`src/rtl/regfile_dump.sv`:
```
// Register-file read-out engine: walks x0..x(NUM_REGS-1) through a spare read port and
// streams each value over valid/ready. Define REGFILE_DUMP_CHECKSUM_EN to append an XOR checksum word.
module regfile_dump #(
    parameter int NUM_REGS = 32,
    parameter int ADDR_W   = 5,
    parameter int DATA_W   = 32
) (
    input  logic              clk,
    input  logic              rst,
    input  logic              start,
    output logic              busy,
    output logic              done,
    output logic [ADDR_W-1:0] rf_addr,
    input  logic [DATA_W-1:0] rf_rdata,
    output logic              out_valid,
    input  logic              out_ready,
    output logic [DATA_W-1:0] out_data,
    output logic [ADDR_W-1:0] out_index,
    output logic              out_last
);

    typedef enum logic [2:0] {
        S_IDLE,
        S_READ,
        S_SEND,
`ifdef REGFILE_DUMP_CHECKSUM_EN
        S_CHK,
`endif
        S_DONE
    } state_e;

    localparam logic [ADDR_W-1:0] LAST_IDX = ADDR_W'(NUM_REGS - 1);

    state_e            state_q, state_d;
    logic [ADDR_W-1:0] idx_q, idx_d;
    logic [DATA_W-1:0] out_data_q, out_data_d;
    logic [ADDR_W-1:0] out_index_q, out_index_d;
    logic              out_last_q, out_last_d;
    logic              out_valid_q, out_valid_d;
`ifdef REGFILE_DUMP_CHECKSUM_EN
    logic [DATA_W-1:0] csum_q, csum_d;
`endif

    always_comb begin
        // NOTE: every signal gets its hold value first, so no path through the case infers a latch.
        state_d     = state_q;
        idx_d       = idx_q;
        out_data_d  = out_data_q;
        out_index_d = out_index_q;
        out_last_d  = out_last_q;
        out_valid_d = out_valid_q;
`ifdef REGFILE_DUMP_CHECKSUM_EN
        csum_d      = csum_q;
`endif
        unique case (state_q)
            S_IDLE: begin
                if (start) begin
                    state_d = S_READ;
                    idx_d   = '0;
`ifdef REGFILE_DUMP_CHECKSUM_EN
                    csum_d  = '0;
`endif
                end
            end
            S_READ: begin
                out_data_d  = rf_rdata;
                out_index_d = idx_q;
                out_valid_d = 1'b1;
`ifdef REGFILE_DUMP_CHECKSUM_EN
                out_last_d  = 1'b0;
                csum_d      = csum_q ^ rf_rdata;
`else
                out_last_d  = (idx_q == LAST_IDX);
`endif
                state_d     = S_SEND;
            end
            S_SEND: begin
                if (out_ready) begin
                    out_valid_d = 1'b0;
                    out_last_d  = 1'b0;
                    // out_last_q marks the word that ends the dump (checksum word when enabled).
                    if (out_last_q) begin
                        state_d = S_DONE;
                    end else if (idx_q == LAST_IDX) begin
`ifdef REGFILE_DUMP_CHECKSUM_EN
                        state_d = S_CHK;
`else
                        state_d = S_DONE;
`endif
                    end else begin
                        idx_d   = idx_q + 1'b1;
                        state_d = S_READ;
                    end
                end
            end
`ifdef REGFILE_DUMP_CHECKSUM_EN
            S_CHK: begin
                out_data_d  = csum_q;
                out_index_d = '0;
                out_last_d  = 1'b1;
                out_valid_d = 1'b1;
                state_d     = S_SEND;
            end
`endif
            S_DONE:  state_d = S_IDLE;
            default: state_d = S_IDLE;
        endcase
    end

    always_ff @(posedge clk) begin
        // NOTE: state registers use non-blocking assignment so every flop samples pre-edge values.
        if (rst) begin
            state_q     <= S_IDLE;
            idx_q       <= '0;
            out_data_q  <= '0;
            out_index_q <= '0;
            out_last_q  <= 1'b0;
            out_valid_q <= 1'b0;
`ifdef REGFILE_DUMP_CHECKSUM_EN
            csum_q      <= '0;
`endif
        end else begin
            state_q     <= state_d;
            idx_q       <= idx_d;
            out_data_q  <= out_data_d;
            out_index_q <= out_index_d;
            out_last_q  <= out_last_d;
            out_valid_q <= out_valid_d;
`ifdef REGFILE_DUMP_CHECKSUM_EN
            csum_q      <= csum_d;
`endif
        end
    end

    assign busy      = (state_q != S_IDLE);
    assign done      = (state_q == S_DONE);
    assign rf_addr   = (state_q == S_READ) ? idx_q : '0;
    assign out_valid = out_valid_q;
    assign out_data  = out_data_q;
    assign out_index = out_index_q;
    assign out_last  = out_last_q;

endmodule

```
`config.mk`:
```
export PLATFORM = sky130hd
export DESIGN_NAME = regfile_dump
export DESIGN_NICKNAME = d
export VERILOG_FILES = /design/src/rtl/regfile_dump.sv
export SDC_FILE = /design/constraint.sdc
export NUM_CORES = 1
export LEC_CHECK = 0
export ABC_AREA = 1
export CAP_MARGIN = 20
export CORE_MARGIN = 2
export CORE_UTILIZATION = 40
export CTS_CLUSTER_DIAMETER = 150
export DETAILED_ROUTE_END_ITERATION = 12
export PLACE_DENSITY = 0.76
export SYNTH_ARGS = -nofsm -noshare
export SYNTH_HDL_FRONTEND = slang
export SYNTH_SLANG_ARGS = --single-unit
```
`constraint.sdc`:
```
create_clock -name clk -period 1.9 [get_ports clk]
set_clock_uncertainty 0.2 [all_clocks]
set_input_delay 0.285 -clock clk [delete_from_list [all_inputs] [get_ports clk]]
set_output_delay 0.285 -clock clk [all_outputs]
set_load 0.02 [all_outputs]
```
# After elaboration in Yosys (flattened, before gate mapping)
# Index checks and enable logic that the tools add are counted.
dict set report classes {
  add_sub_neg 1
  reduce_logical 7
  n_eq_ne 8
  muxes 14
}
# operator n
set op_table {}
lappend op_table {{$mux 5} 5}
lappend op_table {{$pmux 5 s2} 1}
lappend op_table {{$pmux 3 s3} 1}
lappend op_table {{$ne 2x2->1 const B} 4}
lappend op_table {{$eq 3x2->1 const B} 2}
lappend op_table {{$mux 3} 2}
lappend op_table {{$add 5x1->5 const B} 1}
lappend op_table {{$eq 5x5->1 const B} 1}
lappend op_table {{$reduce_and 5->1} 1}
lappend op_table {{$mux 2} 2}
lappend op_table {{$pmux 1 s2} 2}
lappend op_table {{$reduce_and 2->1} 2}
lappend op_table {{$reduce_bool 2->1} 2}
lappend op_table {{$eq 3x1->1 const B} 1}
lappend op_table {{$logic_not 3->1} 1}
lappend op_table {{$reduce_bool 3->1} 1}
lappend op_table {{$mux 1} 1}
dict set report word_totals {
  inputBits 36
  register_bits 47
  wordCells 36
  output_inout_bits 46
}

# Depth between registers and ports, before layout
# Gate-level depths: netlist (run 1).
dict set report depth {
  word_depth 5
  ltp_mapped 11
  mapped_depth_nobuf 11
}

# Least setup slack after synthesis (run 1)
# OpenSTA, ideal clock, no wires.
dict set report synth_timing {
  path_type {reg-to-reg}
  start {register idx_q[0]}
  end {register idx_q[1]}
  n_path_buf 0
  slack_ns 0.313
  arrival_time_ns 1.274
  setup_time_ns 0.114
  period_less_slack_ns 1.587
  path_stages_with_launch 12
  required_time_ns 1.586
  path_cell_list {dfxtp_1 > ha_1 > inv_1 > nor3_1 > ha_1 > inv_1 > nand2_1 > nand2_2 > nand2_2 > nand2_1 > nand2_1 > nor2_1}
}
dict set report synth_between {
  elab_chain_cells 5
  elab_cells_between_ends 8
  classes_between {add/sub (1); eq/ne (2); mux (4); reduce/logical (1)}
}
# element line
set synth_rtl {}
lappend synth_rtl {{start, declared} 35} ;# logic [ADDR_W-1:0] idx_q, idx_d;
lappend synth_rtl {{start signal, assigned} 124} ;# idx_q <= idx_d;
lappend synth_rtl {{$add 5x1->5} 91} ;# idx_d = idx_q + 1'b1;
lappend synth_rtl {{$mux 5} 84} ;# end else if (idx_q == LAST_IDX) begin
lappend synth_rtl {{$mux 5} 82} ;# if (out_last_q) begin
lappend synth_rtl {{$mux 5} 78} ;# if (out_ready) begin
lappend synth_rtl {{$pmux 5 s2} 55} ;# unique case (state_q)
# Several ways; a longest one is shown, not always the timed one. The select of a mux whose other input is x is not followed.
# A chain may end at the register's enable or synchronous reset.

# Worst setup path after layout (run 1)
dict set report layout_timing {
  start {register state_q[1]}
  end {output rf_addr[2]}
}
dict set report layout_between {
  elab_chain_cells 2
}
# element line
set layout_rtl {}
lappend layout_rtl {{start, declared} 34} ;# state_e state_q, state_d;
lappend layout_rtl {{start signal, assigned} 123} ;# state_q <= state_d;
lappend layout_rtl {{$eq 3x1->1} 137} ;# assign rf_addr = (state_q == S_READ) ? idx_q : '0;
lappend layout_rtl {{$mux 5} 137}
lappend layout_rtl {{end, declared} 13} ;# output logic [ADDR_W-1:0] rf_addr,
# No other way between the ends.

==> reports/metrics.csv, run 1 <==
metric,value,unit
status,"finished, final reports clean",
grt_pass1_vias,1587,
drv_cap,0,
die_area,5050,um2
crit_path_max_incr_delay,0.36,ns
n_antenna_cell,0,
path_cells,inv_2 -> nand2_4 -> nor2_1 -> dlygate4sd2_1,
io_pins,82,
final.setup.worst_slack,0.0921,ns
root_buffer,clkbuf_8,
insertion_delay,0.29,ns
crit_buf_inv,2,
tightest_slew,0.294,ns
area_delta_synth_final,53.2,%
netlist_top_cells_area,"dfxtp_1, nor2_1, o21ai_0",
core,4350,um2
cts_hold_buf,0,
rsz0062_at_grt,false,
critical-path-top-delay-family,buffers and inverters,
dp_cells,370,
drc_errors,0,
layout-drive-gt1-share,0.0798,
cts.sinks,46,
fill_cells,392,
crit_fanout,10,
antenna_found_initial,0,
crit_cells,4,
postSynth.asyncResetShare,0,
viasPerCell,4.59,
avgSynthCellArea,7.47,um2
synth_cells,241,
clockBufferDepth,2,
final_util,0.633,
tns,0,ns
timing.final.crit_share,0.952,
routedWlPerCell,11.0,um
rrSetupSlack,0.14,ns
crit_required,1.41,ns
grt_first_pass_wirelength,6960,um
start_util,0.414,
cts_setup_buffers,0,
overflow,0,
pre_cts_slack,0.116,ns
die_width,71.1,um
instances_no_fill,378,
h-tree-depth,2,
hold_violations,0,
num_rows,24,
path_clk_slew,0.08,ns
netlist_area,1800,um2
vias,1735,
hold_start,out_index[1],
synth_top_area_frac,0.511,
crit_slowest_cell,dlygate4sd2_1,
leakage,1.13,nW
synth_fp_nets,279,
gp_congestion,0.771,
io_buffers,81,
critPathLaunch,state_q[1],
ant_nets,0,
timing.rr.end,idx_q[1],
cts_tree,yes,
slew_viol_final,0,
rr_startpoint,idx_q[0],
finalSetupViolCount,0,
max_slew_margin,0.804,
numCtsBuffers,5,
dp_hpwl,2970,um
fmax,553,MHz
ir_drop,0.356,mV
end_kind,output pin,
period_minus_slack,1.81,ns
ff2ff_path_depth,11,
ys_types,20,
ys.flop_type,dfxtp_1,
yosysTopAreaCell,dfxtp_1,
cp-endpoint,rf_addr[2],
synth.ff_latch_count,46,
drt_pre_antenna_iters,4,
grt_max_degree,33,
power_density,809,nW/um2
start_kind,flip-flop,
grtUsageTotal,0.171,
synth_warnings,0,
critical_path_class,flip-flop to output pin,
routed_wl,4180,um
die_y,71.1,um
arrival,1.32,ns
nNetsFinal,363,
drtIter0Drc,50,
synth_edf_count,0,
hold_path_class,flip-flop to flip-flop,
yosysSeqAreaShare,0.511,
-- placed cells by master (no fill, tap or decap) --
cell             count
a21oi_1             11
o21ai_0             35
nor2_4               1
dfxtp_2              2
clkinv_2             2
buf_12               1
nand2_2              3
ha_1                 1
nand2_1             22
ha_2                 1
dlygate4sd2_1        7
nor2_1              79
clkbuf_8             6
nor3_1               2
dfxtp_1             44
clkbuf_1             1
nand2_4              1
nand3_2              1
buf_4                7
clkdlybuf4s50_1     74
nand3_1              5
inv_1               19
inv_2                1
-- registers in the layout, indices dropped and copies added (netlist names) --
register and cells:
state_q 2, out_last 1, out_index 5, out_valid 1
out_data 32, idx_q 5
-- per-stage QoR --
step                      total power, W  hold slack (ns)  instance area (um2)
after global routing             0.00235            0.293                 2760
final                            0.00223            0.264                 2760
after detailed placement         0.00166            0.256                 2670
after global placement           0.00165            0.251                 2670
after CTS                        0.00226            0.269                 2750
after floorplan                  0.00140            0.249                 1800
-- what timing repair did --
| action | CTS | global route |
|---|---|---|
| gates resized for setup | 7 | 3 |
| setup endpoints to repair | 7 | 2 |
| cloned | 0 | 0 |
-- kinds of logic after synthesis --
group                      count (synthesis)  share of synthesized area
DFF                                       46                      0.511
adders and majority gates                  2                     0.0139
buffers and inverters                     33                     0.0883
and+or+nand+nor                          114                      0.259
AOI/OAI and AO/OA                         46                      0.128
-- worst min-delay path, cell delays in order (launching register included) --
cell and delay, ns:
dfxtp_1 0.31, nand2_1 0.06, a21oi_1 0.05
-- per-layer routing --
| metal | global-route usage | wire, um | vias up |
|---|---|---|---|
| li1 | - | - | 916 |
| met1 | 0.207 | 1880 | 757 |
| met2 | 0.291 | 1960 | 57 |
| met3 | 0.0442 | 282 | 5 |
| met4 | 0.0629 | 46 | 0 |
| met5 | 0 | 0 | - |
-- report_power, final --
group | internal, W | total [W] | switching, W | leakage (nW)
Combinational | 0.000267 | 0.000544 | 0.000278 | 0.707
Clock | 0.000294 | 0.000601 | 0.000308 | 0.0482
Sequential | 0.00104 | 0.00108 | 0.0000404 | 0.378
-- Yosys cell counts (2+ instances only) --
cell,count
a21oi_1,11
dfxtp_1,46
nand2_1,22
ha_1,2
inv_1,19
clkbuf_2,2
buf_2,4
o21ai_0,35
clkbuf_1,2
nand3_1,5
nor2_1,79
nor3_1,2
buf_6,3
nand2_2,3
-- worst min-delay path by stage --
stage                    to  slack [ns]  depth (start not counted)
4_1_cts        out_index[1]        0.27                          2
3_5_place_dp   out_index[1]        0.26                          2
2_1_floorplan   out_data[0]        0.25                          2
6_report       out_index[1]        0.26                          2
5_1_grt        out_index[2]        0.29                          2
3_3_place_gp   out_index[3]        0.25                          2
-- final cells by class --
| class | count | area (um2) | share of cell area |
|---|---|---|---|
| Multi-Input combinational cell | 162 | 723 | 0.262 |
| Clock inverter | 1 | 5.00 | 0.00181 |
| Sequential cell | 46 | 923 | 0.335 |
| Clock buffer | 7 | 86.3 | 0.0313 |
| Timing Repair Buffer | 89 | 875 | 0.317 |
| Tap cell | 52 | 65.1 | 0.0236 |
| Inverter | 21 | 80.1 | 0.0290 |
Power figures use the tool's default switching activity.
==> inputs of run 2 (changes only) <==
- ABC_AREA: 1 -> unset
- CORE_UTILIZATION: 40 -> 30
- PLACE_DENSITY: 0.76 -> 0.6
- TNS_END_PERCENT: unset -> 1
==> reports/metrics.csv, run 2 <==
metric,value,unit
status,finished with violations,
violations,setup timing,
antenna_found_initial,0,
ir_drop,0.310,mV
cts_tree,yes,
max_slew_margin,0.652,
end_kind,flip-flop,
routedWlPerCell,11.6,um
num_rows,27,
core,5540,um2
drt_pre_antenna_iters,4,
final-seq-area,923,um2
crit_fanout,5,
grtUsageTotal,0.141,
ant_nets,0,
ys_types,28,
insertion_delay,0.29,ns
rsz0062_at_grt,true,
final_util,0.515,
postSynth.asyncResetShare,0,
tns,-0.345,ns
io_pins,82,
cts.sinks,46,
switching_share,0.241,
synth_fp_nets,255,
die_y,79.9,um
ys_top_cells_by_count,"nand2_1, dfxtp_1, a21oi_1",
holdPathStages,2,
timing.final.crit_share,1.09,
switching_power,0.000509,W
comb_power_share,0.181,
drc_errors,0,
leakage,1.08,nW
p_seq_frac,0.489,
ff2ff_path_depth,6,
fill_cells,543,
nNetsFinal,347,
grt_first_pass_wirelength,7020,um
drtIter0Drc,74,
cts_hold_buf,0,
routed_wl,4440,um
power.internal,0.00160,W
cts_setup_buffers,0,
overflow,0,
vias,1706,
avgSynthCellArea,7.97,um2
layout-drive-gt1-share,0.135,
drv_cap,0,
period_minus_slack,2.07,ns
timing.rr.end,idx_q[2],
finalSetupViolCount,5,
clockBufferDepth,2,
viasPerCell,4.47,
synth_warnings,0,
final.setup.worst_slack,-0.167,ns
rr_startpoint,idx_q[0],
final_cell_mix,"nand2_1, clkdlybuf4s50_1, dfxtp_1",
tightest_slew,0.521,ns
power_density,739,nW/um2
ys.flop_type,dfxtp_1,
rrSetupSlack,-0.17,ns
path_clk_slew,0.08,ns
synth_cells,217,
fin_hold_ws,0.253,ns
start_util,0.312,
hold_path_class,flip-flop to flip-flop,
synth_edf_count,0,
root_buffer,clkbuf_8,
grt_max_degree,47,
start_kind,flip-flop,
grt_pass1_vias,1531,
hold_start,out_data[3],
netlist_area,1730,um2
crit_required,1.93,ns
hold_end,out_data[3],
critical_path_class,flip-flop to flip-flop,
multi_input_area,774,um2
h-tree-depth,2,
synth.most_common_cell,nand2_1,
synth_top_area_frac,0.533,
clkPwrFrac,0.330,
slew_viol_final,0,
fmax,484,MHz
die_area,6390,um2
yosysSeqAreaShare,0.533,
area_delta_synth_final,64.9,%
arrival,2.09,ns
synth.ff_latch_count,46,
io_buffers,81,
yosysTopAreaCell,dfxtp_1,
die_width,79.9,um
hold_violations,0,
numCtsBuffers,5,
netlist_top_cells_area,"dfxtp_1, nand2_1, a21oi_1",
dp_hpwl,3170,um
largest_reg_flops,32,
n_antenna_cell,0,
gp_congestion,0.747,
==> run 2: cell count changes after synthesis, sizes merged, moves of 5 or more <==
cell and change:
a21oi +31, clkbuf +6, inv -14, nand2 +48
nor2 -76, o211ai +5, o21ai -34
==> run 2: worst max path at each step <==
stage	from	endpoint	slack, ns
3_3_place_gp	idx_q[0]	idx_q[2]	-0.20
2_1_floorplan	idx_q[0]	idx_q[2]	-0.25
6_report	idx_q[0]	idx_q[2]	-0.17
3_5_place_dp	idx_q[0]	idx_q[2]	-0.21
5_1_grt	idx_q[0]	idx_q[2]	-0.21
4_1_cts	idx_q[0]	idx_q[2]	-0.21
==> run 2: kinds of logic after synthesis <==
group / after synthesis / share of synthesized area
AOI/OAI and AO/OA: 53 / 0.169
adders and majority gates: 2 / 0.0145
buffers and inverters: 21 / 0.0478
DFF: 46 / 0.533
muxes: 1 / 0.00579
and+or+nand+nor: 94 / 0.231
==> run 2: power by group through the flow <==
stage | Sequential (W) | Combinational (W) | Clock [W]
2_1_floorplan | 0.00110 | 0.000122 | 0
3_3_place_gp | 0.00105 | 0.000385 | 0
3_5_place_dp | 0.00105 | 0.000385 | 0
4_1_cts | 0.00103 | 0.000387 | 0.000731
5_1_grt | 0.00104 | 0.000419 | 0.000775
6_report | 0.00103 | 0.000382 | 0.000696
==> run 2: per-layer routing <==
layer / global-route usage / routed length [um] / vias up
li1: - / - / 899
met1: 0.166 / 1990 / 748
met2: 0.234 / 2040 / 57
met3: 0.0645 / 384 / 2
met4: 0.0356 / 21 / 0
met5: 0 / 0 / -
==> run 2: what timing repair did <==
action / in CTS / in global routing
endpoints found under the setup margin: 13 / 12
pin swaps: 0 / 2
resized for setup: 15 / 14
==> run 2: cell type report <==
cell class              instances  share of cell area
clock buffers                   7              0.0268
clock inverters                 1              0.0105
inverters                       6             0.00790
multi-input cells             150               0.272
flip-flops and latches         46               0.324
well taps                      72              0.0316
repair buffers                100               0.328
==> run 2: metrics by stage <==
| step | power (W) | worst slack, ns | cell area (um2) | std cells |
|---|---|---|---|---|
| after floorplan | 0.00122 | -0.250 | 1740 | 217 |
| after global placement | 0.00144 | -0.205 | 2730 | 374 |
| after detailed placement | 0.00144 | -0.214 | 2730 | 374 |
| after CTS | 0.00215 | -0.212 | 2850 | 382 |
| after global routing | 0.00223 | -0.214 | 2850 | 382 |
| final | 0.00211 | -0.167 | 2850 | 382 |
==> run 2: worst max-delay path: stages (launching register included) <==
cell and delay (ns):
dfxtp_2 0.34, ha_4 0.16, and3_4 0.18, ha_4 0.15
or3b_4 0.39, or4_1 0.47, a21oi_1 0.12
==> variant, RTL diff (flow settings as in run 2) <==
The 4 states of `state_e` get a one-hot encoding in 4 bits.
--- a/src/rtl/regfile_dump.sv
+++ b/src/rtl/regfile_dump.sv
@@ -21,6 +21,6 @@
 
-    typedef enum logic [2:0] {
-        S_IDLE,
-        S_READ,
-        S_SEND,
+    typedef enum logic [3:0] {
+        S_IDLE = 4'b0001,
+        S_READ = 4'b0010,
+        S_SEND = 4'b0100,
 `ifdef REGFILE_DUMP_CHECKSUM_EN
@@ -28,3 +28,3 @@
 `endif
-        S_DONE
+        S_DONE = 4'b1000
     } state_e;
Behaviour: same outputs for any inputs over 10 cycles, from zero or initial values and one cycle with rst high; not proved beyond that.
==> variant against run 2 <==
- area after synthesis is 6.8% higher
- power down 8.4%
- sequential share of layout area down 0.40 points
- count of clock-buffer cells in the layout shrank 1
- setup slack better by 0.21 ns
- largest cell class unchanged
- critical path type unchanged
- hold slack lost 0.16 ns
- routed wire length increased by 9.3%
- maximum frequency increased by 12%
- sequential cell count grew 2
- final area up 5.9%
==> variant: results <==
metrics = {
    "run_status": {
        "status": "complete, no violations",
    },
    "routing": {
        "met2_length_mm": 2.31,
        "dr.max_layer_used": "met4",
        "wl_met3_um": 334,
        "wl_met1_mm": 2.19,
        "drt-wirelength-per-cell_um": 12.4,
        "dr.first_iter.drc_count": 94,
        "drt_wl_total_mm": 4.85,
        "dr_total_vias": 1771,
    },
    "clock_tree": {
        "worstSkewPairLatency_ns": 0.29,
        "cts_root_buf": "clkbuf_8",
        "numCtsBuffers": 5,
        "htreeDepth": 2,
    },
    "global_route": {
        "grtUsageTotal_pct": 14.0,
        "grt_start_max_net_pins": 39,
        "grt_pass1_wl_mm": 7.42,
        "grt_pass1_vias": 1555,
    },
    "placed_design": {
        "placed_area_um2": 2860,
        "gp_congestion": 0.747,
        "hpwl_mm": 3.33,
        "place_inst": 384,
        "pre_cts_slack_ns": -0.113,
    },
    "synthesis": {
        "synth-compound-area-share_pct": 15.4,
        "syn_nets": 260,
        "synth.distinct_cells": 30,
        "yosys.area_share.adder_pct": 1.36,
        "synthTopCellsByCount": "75 x nand2_1, 48 x dfxtp_1, 40 x a21oi_1, 9 x inv_1, 8 x clkbuf_1",
        "ys_top_cells_by_area": "dfxtp_1 52%, nand2_1 15%, a21oi_1 11%",
        "synth.area.mux_share_pct": 1.08,
        "async_flop_share_pct": 0,
        "syn_avg_cell_area_um2": 8.32,
        "synth-seq-area-share_pct": 52.0,
    },
    "cells_and_area": {
        "syn2layout_area_growth_pct": 63.6,
        "final_nets": 355,
        "largest_reg_flops": 32,
        "fillCellCount": 559,
        "drive_gt1_share_pct": 18.9,
    },
    "pwr": {
        "clkPwrFrac_pct": 32.2,
        "p_leak_nw": 1.14,
        "p_sw_mw": 0.464,
        "ir_worst_vdd_uv": 319,
        "p_seq_share_pct": 53.8,
    },
    "worst_setup_path": {
        "critPathMaxStageDelay_ns": 0.36,
        "arrival_ns": 1.84,
        "cpMaxStageDelayCell": "dfxtp_2",
        "worst-path-max-fanout": 3,
        "critical-path-top-delay-family": "simple AND/OR/NAND/NOR gates",
    },
    "timing": {
        "relSlewSlack_pct": 79.0,
    },
    "worst_hold_path": {
        "worst_hold_path_type": "primary input to register",
    },
}
variant: stage by stage:
step | total power [mW] | TNS, ns | hold slack [ns] | utilization, %
global placement | 1.32 | -0.511 | 0.241 | 48.3
floorplan | 1.17 | 0 | 0.198 | -
detailed placement | 1.33 | -0.537 | 0.246 | 48.3
finish | 1.93 | 0 | 0.0930 | 51.0
CTS | 1.96 | 0 | 0.0867 | 49.5
global route | 2.02 | -0.0364 | 0.0970 | 51.0
variant: final cells by class:
cell class / count / area (um^2) / area share [%]
clock buffer: 6 / 82.6 / 2.73
clock inverter: 2 / 10.0 / 0.331
inverter: 9 / 33.8 / 1.12
multi-input combinational: 151 / 858 / 28.4
sequential: 48 / 966 / 32.0
tap: 75 / 93.8 / 3.11
timing repair buffer: 102 / 976 / 32.3
variant: worst paths after layout:
| kind | startpoint | end | slack [ns] | cells after the start |
|---|---|---|---|---|
| setup / recovery | idx_q[0] | idx_q[3] | 0.05 | 7 |
| setup reg to reg | idx_q[0] | idx_q[3] | 0.05 | 7 |
| hold reg to reg | out_data[3] | out_data[3] | 0.25 | 2 |
| hold / removal | rst | out_last | 0.09 | 2 |
variant: repair_timing:
item | in CTS | in global routing
pin swaps | 1 | 1
endpoints found under the setup margin | 8 | 10
hold buffers | 0 | 0
gates resized for setup | 31 | 30
buffers inserted | 1 | 0
variant: cell families (layout without fill, tap and decap cells):
| kind of cell | count (synthesis) | after routing |
|---|---|---|
| AND/OR/NAND/NOR | 97 | 97 |
| AO/OA/AOI/OAI | 50 | 50 |
| flip-flops | 48 | 48 |
| buffers and inverters | 23 | 119 |
| adder cells (fa/ha/maj) | 2 | 2 |
| multiplexers | 2 | 2 |
variant: per-layer routing:
layer,vias to the layer above,track usage [%]
li1,917,-
met1,800,18.0
met2,52,23.5
met3,2,3.70
met4,0,3.00
met5,-,0
